**src/rtl/j_stream_serializer.sv**
```systemverilog
// j_stream_serializer: parallel-to-serial feeder for the sequence detector.
// Accepts words over valid/ready, keeps one word buffered, and shifts bits
// out on J with no gap between back-to-back words.
//
// Ports:
//   clk      in  : rising-edge clock
//   rst      in  : synchronous active-high reset
//   din      in  : WIDTH-bit word to serialize
//   in_valid in  : din is valid this cycle
//   ready    out : a word can be accepted this cycle
//   J        out : serial bit stream (IDLE_BIT when nothing is shifting)
//   busy     out : a word is being shifted
//   sof      out : high during the first bit of every word
module j_stream_serializer #(
    parameter int   WIDTH     = 8,
    parameter bit   MSB_FIRST = 1'b1,
    parameter logic IDLE_BIT  = 1'b0
) (
    input  logic             clk,
    input  logic             rst,
    input  logic [WIDTH-1:0] din,
    input  logic             in_valid,
    output logic             ready,
    output logic             J,
    output logic             busy,
    output logic             sof
);

    localparam int CW = (WIDTH > 2) ? $clog2(WIDTH) : 1;
    localparam logic [CW-1:0] LAST = CW'(WIDTH - 1);
    localparam int OUT = MSB_FIRST ? WIDTH - 1 : 0;

    typedef enum logic {
        IDLE,
        SHIFT
    } state_t;

    state_t           state;
    logic [CW-1:0]    cnt;
    logic [WIDTH-1:0] sh;
    logic [WIDTH-1:0] hold;
    logic             hold_v;
    logic             active;
    logic             accept;

    assign active = (state == SHIFT);
    assign ready  = !hold_v && !rst;
    assign accept = in_valid && ready;

    assign busy = active;
    assign sof  = active && (cnt == '0);
    assign J    = active ? sh[OUT] : IDLE_BIT;

    always_ff @(posedge clk) begin
        if (rst) begin
            state  <= IDLE;
            cnt    <= '0;
            sh     <= '0;
            hold   <= '0;
            hold_v <= 1'b0;
        end else begin
            unique case (state)
                IDLE: begin
                    if (accept) begin
                        sh    <= din;
                        cnt   <= '0;
                        state <= SHIFT;
                    end
                end
                SHIFT: begin
                    if (cnt != LAST) begin
                        if (MSB_FIRST)
                            sh <= {sh[WIDTH-2:0], 1'b0};
                        else
                            sh <= {1'b0, sh[WIDTH-1:1]};
                        cnt <= cnt + CW'(1);
                        if (accept) begin
                            hold   <= din;
                            hold_v <= 1'b1;
                        end
                    end else begin
                        // Last bit: chain the next word in with no idle gap.
                        cnt <= '0;
                        if (hold_v) begin
                            sh     <= hold;
                            hold_v <= 1'b0;
                        end else if (accept) begin
                            sh <= din;
                        end else begin
                            state <= IDLE;
                        end
                    end
                end
                default: state <= IDLE;
            endcase
        end
    end

endmodule

```
**config.mk**
```make
export PLATFORM = sky130hd
export DESIGN_NAME = j_stream_serializer
export DESIGN_NICKNAME = d
export VERILOG_FILES = /design/src/rtl/j_stream_serializer.sv
export SDC_FILE = /design/constraint.sdc
export NUM_CORES = 1
export LEC_CHECK = 0
export CORE_ASPECT_RATIO = 1.1
export CORE_UTILIZATION = 56
export CTS_CLUSTER_SIZE = 30
export DETAILED_ROUTE_END_ITERATION = 8
export PLACE_DENSITY = 0.9
export SLEW_MARGIN = 20
export SYNTH_ARGS = -nofsm -noshare
export SYNTH_HDL_FRONTEND = slang
export SYNTH_SLANG_ARGS = --single-unit
```
**constraint.sdc**
```tcl
create_clock -name clk -period 5.2 [get_ports clk]
set_input_delay 0.78 -clock clk [delete_from_list [all_inputs] [get_ports clk]]
set_output_delay 0.78 -clock clk [all_outputs]
set_load 0.01 [all_outputs]
```
==> run_results.csv, run 1 <==
group,metric,value,unit
run_status,outcome,"finished clean",
detailed_routing,drt-initial-drc-count,22,
detailed_routing,drt_first_pass_iters,4,
sta,finalSetupViolCount,0,
clock_network,cts_buffers,3,
worst_hold_path,min_from,"cnt[2]$_SDFFE_PP0P_",
synthesis,synth_seq_area_share,0.408,
die,dieHeight,47,um
synthesis,synthCells,106,
setup_path,r2r_start,"hold_v$_SDFFE_PP0P_",
detailed_routing,wirelength,2140,um
die,die_area,2020,um^2
finish,seq_area,420,um^2
setup_path,cp_common_cell,"clkdlybuf4s50_1",
setup_path,cp_max_fo,17,
setup_path,critPathMaxStageDelay,0.71,ns
die,initial_utilization,0.624,
clock_network,cts_sinks,21,
worst_hold_path,hold_class,"flip-flop to flip-flop",
sta,rsz0062_at_grt,"false",
sta,fin_hold_ws,0.508,ns
power_and_ir_drop,ir_drop,0.000204,V
power_and_ir_drop,p_leak,0.000521,uW
setup_path,critPathKind,"primary input to output pin",
setup_path,crit_slowest_cell,"clkdlybuf4s50_1",
clock_network,clk_latency,0.31,ns
clock_network,root_buffer,"clkbuf_4",
sta,finClkSkew,0.00645,ns
global_route,grt_pass1_vias,781,
sta,fmax,0.331,GHz
die,die_w,42.9,um
detailed_routing,avgViaCountPerCell,6.07,
sta,worst_slew_pin_slew,0.592,ns
synthesis,synth_area_leaders,"dfxtp_1, mux2_4, mux2i_1",
synthesis,ys_warn_count,0,
sta,fin_crit_sh,0.582,
finish,multi_input_area,561,um^2
global_route,antenna_found_initial,0,
sta,final_hold_viol_count,0,
die,rows,15,
synthesis,syn-cell-area,1030,um^2
finish,areaGrowthSynthToFinish,15.3,%
synthesis,syn_area_per_cell,9.73,um^2
clock_network,postCtsHoldBufs,0,
synthesis,ys_types,28,
setup_path,arrival,2.25,ns
clock_network,cts_tree,"yes",
finish,nFillCells,140,
setup_path,endpoint_kind,"output pin",
global_route,grt_pass1_wl,3520,um
finish,utilization,0.720,
detailed_routing,vias,819,
clock_network,cts_resized,0,
synthesis,synth_fp_nets,120,
finish,final_common_cell,"dfxtp_1",
worst_hold_path,hold_end,"cnt[2]$_SDFFE_PP0P_",
clock_network,cts_max_level,1,
clock_network,cts_setup_buffers,0,
place,numPortBuffers,14,
worst_hold_path,hold_depth,2,
setup_path,cp.required,4.42,ns
sta,fin_crit,3.03,ns
clock_network,path_clk_slew,0.11,ns
synthesis,yosysTopAreaCell,"dfxtp_1",
place,place_congestion,0.737,
setup_path,crit_chain,"clkdlybuf4s50_1, nor2_1, clkdlybuf4s50_1",
synthesis,ys_seq_elements,21,
detailed_routing,drt-met1-wl,901,um
finish,final_cell_mix,"dfxtp_1, clkdlybuf4s50_1, a21oi_1",
finish,antenna_cells,0,
die,core,1650,um^2
detailed_routing,wl_met3,57,um
setup_path,worstReg2RegEnd,"hold[1]$_SDFFE_PP0P_",
finish,drive_above_1_share,0.110,
die,ios,15,
setup_path,rrSetupSlack,3.06,ns
detailed_routing,dr_wl_met2,1120,um
synthesis,netlist.area_leader.share,0.408,
finish,fin_nets,133,
setup_path,ff2ff_path_depth,3,
sta,maxSlewViolCount,0,
detailed_routing,remaining_drc_errors,0,
detailed_routing,post_drt_wl_per_cell,15.8,um
flow_run,drv_cap,0,
sta,maxSlewHeadroom,0.604,
clock_network,cts_buffer_depth,2,
detailed_routing,top_layer,"met4",
global_route,grt_max_degree,18,
detailed_routing,ant_nets,0,
place,dpl.hpwl,1470,um
sta,timing.setup.tns,0,ns
global_route,globalRouteOverflowTotal,0,
setup_path,critPathLaunchType,"primary input",
power_and_ir_drop,powerDensity,260,nW/um^2
global_route,groute.usage.overall,0.243,
layer usage:
metal	vias up	global-route usage
met5	-	0
met4	0	0.150
met3	10	0.0346
met2	23	0.436
met1	387	0.279
li1	399	-
cell usage after synthesis (all sizes together):
cell type / count
o21ai: 3
nand3b: 1
clkbuf: 4
nand3: 2
ha: 3
dfxtp: 21
inv: 5
a21oi: 10
mux2i: 7
nand2b: 3
and2: 1
nand2: 3
a211oi: 1
mux2: 8
nor3b: 1
a31oi: 1
a222oi: 1
nor2: 4
o22ai: 6
a21o: 1
nor2b: 9
or3: 1
buf: 2
a221oi: 1
nand4: 1
and3: 6
stage by stage:
stage | cells | total power (uW) | area [um^2] | worst slack, ns
2_1_floorplan | 106 | 212 | 1030 | 3.28
3_3_place_gp | 131 | 229 | 1160 | 2.20
3_5_place_dp | 131 | 232 | 1160 | 2.19
4_1_cts | 135 | 309 | 1190 | 2.19
5_1_grt | 135 | 321 | 1190 | 2.08
6_report | 135 | 309 | 1190 | 2.17
worst max path at each step:
stage | from | to | slack [ns]
2_1_floorplan | rst | ready | 3.28
3_3_place_gp | rst | ready | 2.20
3_5_place_dp | rst | ready | 2.19
4_1_cts | rst | ready | 2.19
5_1_grt | rst | ready | 2.08
6_report | rst | ready | 2.17
where the power goes:
part           internal (uW)  switching [uW]  leakage [uW]  total, uW
combinational           28.2            21.0      0.000332       49.2
clock                   28.8            51.4     0.0000177       80.2
sequential               170            9.42      0.000172        180
total                    227            81.8      0.000521        309
layout make-up:
| class | count | area share |
|---|---|---|
| Multi-Input combinational cell | 74 | 0.472 |
| Clock buffer | 3 | 0.0189 |
| Tap cell | 17 | 0.0179 |
| Inverter | 5 | 0.0158 |
| Timing Repair Buffer | 14 | 0.118 |
| Clock inverter | 1 | 0.00421 |
| Sequential cell | 21 | 0.354 |
critical path: cells and delay by family:
family | cells | cell delay [ns]
and+or+nand+nor | 1 | 0.20
buffers and inverters | 2 | 1.26
logic make-up (layout without fill, tap and decap cells):
| group | after synthesis | in the layout | synth area share |
|---|---|---|---|
| AND/OR/NAND/NOR | 32 | 32 | 0.184 |
| buffers and inverters | 11 | 23 | 0.0485 |
| AO/OA/AOI/OAI | 24 | 24 | 0.138 |
| adder cells (fa/ha/maj) | 3 | 3 | 0.0364 |
| multiplexers | 15 | 15 | 0.184 |
| flip-flops | 21 | 21 | 0.408 |
flip-flops by register name (all words and copies together) (netlist names):
signal  cells
hold        8
sh          8
cnt         3
busy        1
hold_v      1
Note: power is estimated with default switching activity, not from simulation.
==> inputs of run 2 (changes only) <==
--- a/config.mk
+++ b/config.mk
@@ -6,10 +6,10 @@
 export NUM_CORES = 1
 export LEC_CHECK = 0
 export CORE_ASPECT_RATIO = 1.1
-export CORE_UTILIZATION = 56
+export CORE_UTILIZATION = 52
 export CTS_CLUSTER_SIZE = 30
 export DETAILED_ROUTE_END_ITERATION = 8
-export PLACE_DENSITY = 0.9
+export PLACE_DENSITY = 0.85
 export SLEW_MARGIN = 20
 export SYNTH_ARGS = -nofsm -noshare
 export SYNTH_HDL_FRONTEND = slang
==> constraint.sdc (replaced) <==
create_clock -name clk -period 3.2 [get_ports clk]
set_input_delay 0.48 -clock clk [delete_from_list [all_inputs] [get_ports clk]]
set_output_delay 0.48 -clock clk [all_outputs]
set_load 0.01 [all_outputs]
==> run 2 against run 1 <==
Net effect:
- worst hold slack gained 0.0086 ns
- combinational power grew 69%
- flip-flop and latch count is the same
- count of clock-buffer cells in the layout grew 1
- critical path depth is the same
- sequential power grew 62%
- register-to-register slack lost 1.9 ns
- first-iteration DRC count grew 45%
==> run_results.csv, run 2 (synthesized netlist as in run 1, its figures left out) <==
group,metric,value,unit
run_status,outcome,"finished clean",
clock_network,clk_latency,0.30,ns
detailed_routing,dr_wl_met2,1060,um
clock_network,cts_max_level,1,
die,dieHeight,48.7,um
sta,fin_crit,2.24,ns
detailed_routing,drt-initial-drc-count,32,
clock_network,postCtsHoldBufs,0,
power_and_ir_drop,ir_drop,0.000319,V
place,numPortBuffers,14,
detailed_routing,drt_first_pass_iters,4,
detailed_routing,vias,821,
clock_network,cts_setup_buffers,0,
clock_network,cts_buffer_depth,2,
sta,maxSlewViolCount,0,
finish,utilization,0.667,
worst_hold_path,min_from,"cnt[1]$_SDFFE_PP0P_",
setup_path,cp.required,2.72,ns
place,dp_slack,0.853,ns
sta,finClkSkew,0.00350,ns
setup_path,cp_max_fo,10,
sta,worst_slew_pin_slew,0.564,ns
die,ios,15,
power_and_ir_drop,p_leak,0.000528,uW
clock_network,cts_resized,0,
place,dpl.hpwl,1540,um
global_route,grt_pass1_wl,3680,um
place,placed_area,1190,um^2
sta,setup_slack,0.964,ns
clock_network,root_buffer,"clkbuf_4",
sta,fmax,0.447,GHz
setup_path,crit_path_start,"rst",
flow_run,drv_cap,0,
detailed_routing,avgViaCountPerCell,5.59,
global_route,globalRouteOverflowTotal,0,
sta,maxSlewHeadroom,0.623,
sta,fin_crit_sh,0.699,
finish,final_common_cell,"dfxtp_1",
setup_path,endpoint_kind,"output pin",
die,rows,16,
global_route,groute.usage.overall,0.228,
sta,timing.setup.tns,0,ns
sta,final_hold_viol_count,0,
clock_network,path_clk_slew,0.11,ns
worst_hold_path,hold_class,"flip-flop to flip-flop",
global_route,grt_pass1_vias,805,
die,die_w,44.5,um
detailed_routing,post_drt_wl_per_cell,14.9,um
clock_network,cts_buffers,3,
setup_path,critPathKind,"primary input to output pin",
global_route,grt_max_degree,17,
setup_path,arrival,1.76,ns
detailed_routing,drt-met1-wl,1020,um
global_route,antenna_found_initial,0,
finish,fin_nets,135,
setup_path,r2r_start,"cnt[0]$_SDFFE_PP0P_",
place,place_congestion,0.817,
setup_path,critPathLaunchType,"primary input",
finish,final_cell_mix,"dfxtp_1, clkdlybuf4s50_1, a21oi_1",
detailed_routing,wirelength,2200,um
clock_network,cts_tree,"yes",
sta,finalSetupViolCount,0,
die,die_area,2160,um^2
finish,reg_top3,"hold x8, sh x8, cnt x3",
finish,areaGrowthSynthToFinish,17.8,%
finish,stdcell_area,1210,um^2
detailed_routing,ant_nets,0,
clock_network,cts_sinks,21,
setup_path,rrSetupSlack,1.17,ns
detailed_routing,wl_met3,117,um
sta,rsz0062_at_grt,"false",
finish,antenna_cells,0,
die,initial_utilization,0.566,
detailed_routing,remaining_drc_errors,0,
detailed_routing,top_layer,"met4",
power_and_ir_drop,powerDensity,413,nW/um^2
finish,drive_above_1_share,0.117,
die,core,1820,um^2
-- run 2: changes by cell type in the layout (fill, tap and decap cells not counted) --
| cell | previous run | this run |
|---|---|---|
| buf_4 | 0 | 2 |
| clkbuf_1 | 0 | 1 |
| clkinv_2 | 1 | 0 |
-- run 2: worst paths after layout --
check / end / depth (start not counted)
setup reg to reg: hold[6]$_SDFFE_PP0P_ / 4
setup / recovery: ready / 3
hold reg to reg: cnt[1]$_SDFFE_PP0P_ / 2
hold / removal: cnt[1]$_SDFFE_PP0P_ / 2
-- run 2: routing by layer --
layer	vias to the layer above	global-route usage
met5	-	0
met4	0	0.0455
met3	2	0.0336
met2	29	0.358
met1	387	0.329
li1	403	-
-- run 2: critical path, cell delays in order --
cell and delay (ns):
clkdlybuf4s50_1 0.57, nor2_1 0.16, clkdlybuf4s50_1 0.55
-- run 2: per-stage QoR --
stage / hold slack (ns) / instances / total power (uW)
after global routing: 0.543 / 147 / 528
after detailed placement: 0.492 / 143 / 380
after floorplan: 0.465 / 106 / 344
after CTS: 0.515 / 147 / 502
final: 0.517 / 147 / 502
after global placement: 0.478 / 143 / 376
-- run 2: power by group --
part,switching [uW],total [uW],internal [uW]
clock,78.0,127,48.5
combinational,35.4,83.2,47.8
sequential,15.5,292,277
total,129,502,373
-- run 2: final cells by class --
| class | instances | area, um^2 |
|---|---|---|
| repair buffers | 16 | 155 |
| multi-input cells | 74 | 561 |
| fillers | 138 | 607 |
| inverters | 5 | 18.8 |
| flip-flops and latches | 21 | 420 |
| clock buffers | 4 | 26.3 |
| well taps | 27 | 33.8 |
==> inputs of run 3 (changes only) <==
==> constraint.sdc (replaced) <==
create_clock -name clk -period 2.2 [get_ports clk]
set_input_delay 0.33 -clock clk [delete_from_list [all_inputs] [get_ports clk]]
set_output_delay 0.33 -clock clk [all_outputs]
set_load 0.01 [all_outputs]
==> run 3 against run 2 <==
Net effect:
- critical endpoint is now sof
- total power is 45% higher
- register-to-register slack worse by 0.81 ns
- highest routed layer unchanged
- non-clock buffer count is 2 higher
==> run_results.csv, run 3 (synthesized netlist as in run 1, its figures left out) <==
group,metric,value,unit
run_status,outcome,"finished clean",
finish,final_cell_mix,"dfxtp_1, clkdlybuf4s50_1, a21oi_1",
setup_path,cp.required,1.87,ns
die,initial_utilization,0.566,
sta,rsz0062_at_grt,"false",
die,ios,15,
die,die_area,2160,um^2
place,dp_cells,145,
detailed_routing,drt-initial-drc-count,28,
power_and_ir_drop,p_leak,0.000539,uW
power_and_ir_drop,powerDensity,592,nW/um^2
global_route,groute.usage.overall,0.237,
die,die_w,44.5,um
sta,final_hold_viol_count,0,
detailed_routing,remaining_drc_errors,0,
place,dpl.hpwl,1560,um
clock_network,cts_sinks,21,
sta,finClkSkew,0.00256,ns
detailed_routing,wirelength,2190,um
finish,drive_above_1_share,0.131,
finish,areaGrowthSynthToFinish,19.3,%
power_and_ir_drop,ir_drop,0.000531,V
finish,fin_cells,149,
sta,timing.setup.tns,0,ns
detailed_routing,ant_nets,0,
setup_path,critPathLaunchType,"flip-flop",
clock_network,postCtsHoldBufs,0,
clock_network,cts_resized,0,
clock_network,cts_setup_buffers,0,
detailed_routing,vias,830,
clock_network,path_clk_slew,0.11,ns
setup_path,endpoint_kind,"output pin",
sta,maxSlewViolCount,0,
die,dieHeight,48.7,um
finish,final_common_cell,"dfxtp_1",
die,rows,16,
detailed_routing,avgViaCountPerCell,5.57,
sta,fin_crit,1.96,ns
global_route,grt_pass1_wl,3880,um
worst_hold_path,hold_class,"flip-flop to flip-flop",
detailed_routing,post_drt_wl_per_cell,14.7,um
global_route,grt_max_degree,16,
finish,fin_nets,137,
setup_path,cp_max_fo,12,
clock_network,cts_max_level,1,
clock_network,root_buffer,"clkbuf_4",
setup_path,ff2ff_path_depth,4,
clock_network,clk_latency,0.29,ns
die,core,1820,um^2
setup_path,crit_slowest_cell,"dfxtp_1",
clock_network,cts_buffers,3,
detailed_routing,drt_first_pass_iters,4,
finish,reg_top3,"hold x8, sh x8, cnt x3",
clock_network,cts_tree,"yes",
global_route,globalRouteOverflowTotal,0,
clock_network,cts_buffer_depth,2,
sta,maxSlewHeadroom,0.665,
finish,antenna_cells,0,
flow_run,drv_cap,0,
setup_path,crit_chain,"nand2_1, nor2_1, clkdlybuf4s50_1",
worst_hold_path,hold_depth,2,
setup_path,critPathKind,"flip-flop to output pin",
place,numPortBuffers,14,
global_route,grt_pass1_vias,844,
sta,worst_slew_pin_slew,0.503,ns
sta,finalSetupViolCount,0,
setup_path,critPathMaxStageDelay,0.61,ns
setup_path,arrival,1.63,ns
sta,fmax,0.511,GHz
finish,nFillCells,150,
global_route,antenna_found_initial,0,
sta,fin_crit_sh,0.889,
place,place_congestion,0.833,
==> run 3: cell types whose count changed in the layout (fill, tap and decap cells not counted) <==
cell	before	now
buf_4	2	4
==> run 3: power by group <==
part / leakage [uW] / switching (uW) / total [uW] / internal, uW
Combinational: 0.000352 / 52.3 / 123 / 71.2
Sequential: 0.000172 / 20.5 / 423 / 403
Clock: 0.0000150 / 111 / 181 / 70.4
==> run 3: through the flow <==
step                total power [uW]   util  hold slack, ns  setup WS (ns)  cell area (um^2)
global placement                 548  0.661           0.475          0.203              1200
finish                           728  0.675           0.493          0.243              1230
CTS                              731  0.675           0.494          0.241              1230
floorplan                        501      -           0.465          0.550              1030
global route                     771  0.675           0.535         0.0402              1230
detailed placement               554  0.661           0.478          0.162              1200
==> run 3: worst max-delay path, delay by kind of cell, from the launching register on <==
family / cells / cell delay [ns]
flip-flops: 1 / 0.61
buffers and inverters: 1 / 0.53
AND/OR/NAND/NOR: 2 / 0.20
==> run 3: layout make-up <==
| class | instances | area, um^2 | share of cell area |
|---|---|---|---|
| Tap cell | 27 | 33.8 | 0.0275 |
| Timing Repair Buffer | 18 | 170 | 0.138 |
| Inverter | 5 | 18.8 | 0.0153 |
| Sequential cell | 21 | 420 | 0.342 |
| Clock buffer | 4 | 26.3 | 0.0214 |
| Multi-Input combinational cell | 74 | 561 | 0.456 |
==> run 3: worst paths after layout <==
| path | from | end | slack [ns] |
|---|---|---|---|
| max | busy$_SDFF_PP0_ | sof | 0.24 |
| min | cnt[1]$_SDFFE_PP0P_ | cnt[1]$_SDFFE_PP0P_ | 0.49 |
| max reg2reg | cnt[0]$_SDFFE_PP0P_ | hold[1]$_SDFFE_PP0P_ | 0.36 |
| min reg2reg | cnt[1]$_SDFFE_PP0P_ | cnt[1]$_SDFFE_PP0P_ | 0.49 |
==> run 3: layer usage <==
metal	track usage	vias up	routed length, um
li1	-	409	-
met1	0.325	397	1000
met2	0.370	22	1080
met3	0.0448	2	86
met4	0.0758	0	14
met5	0	-	0
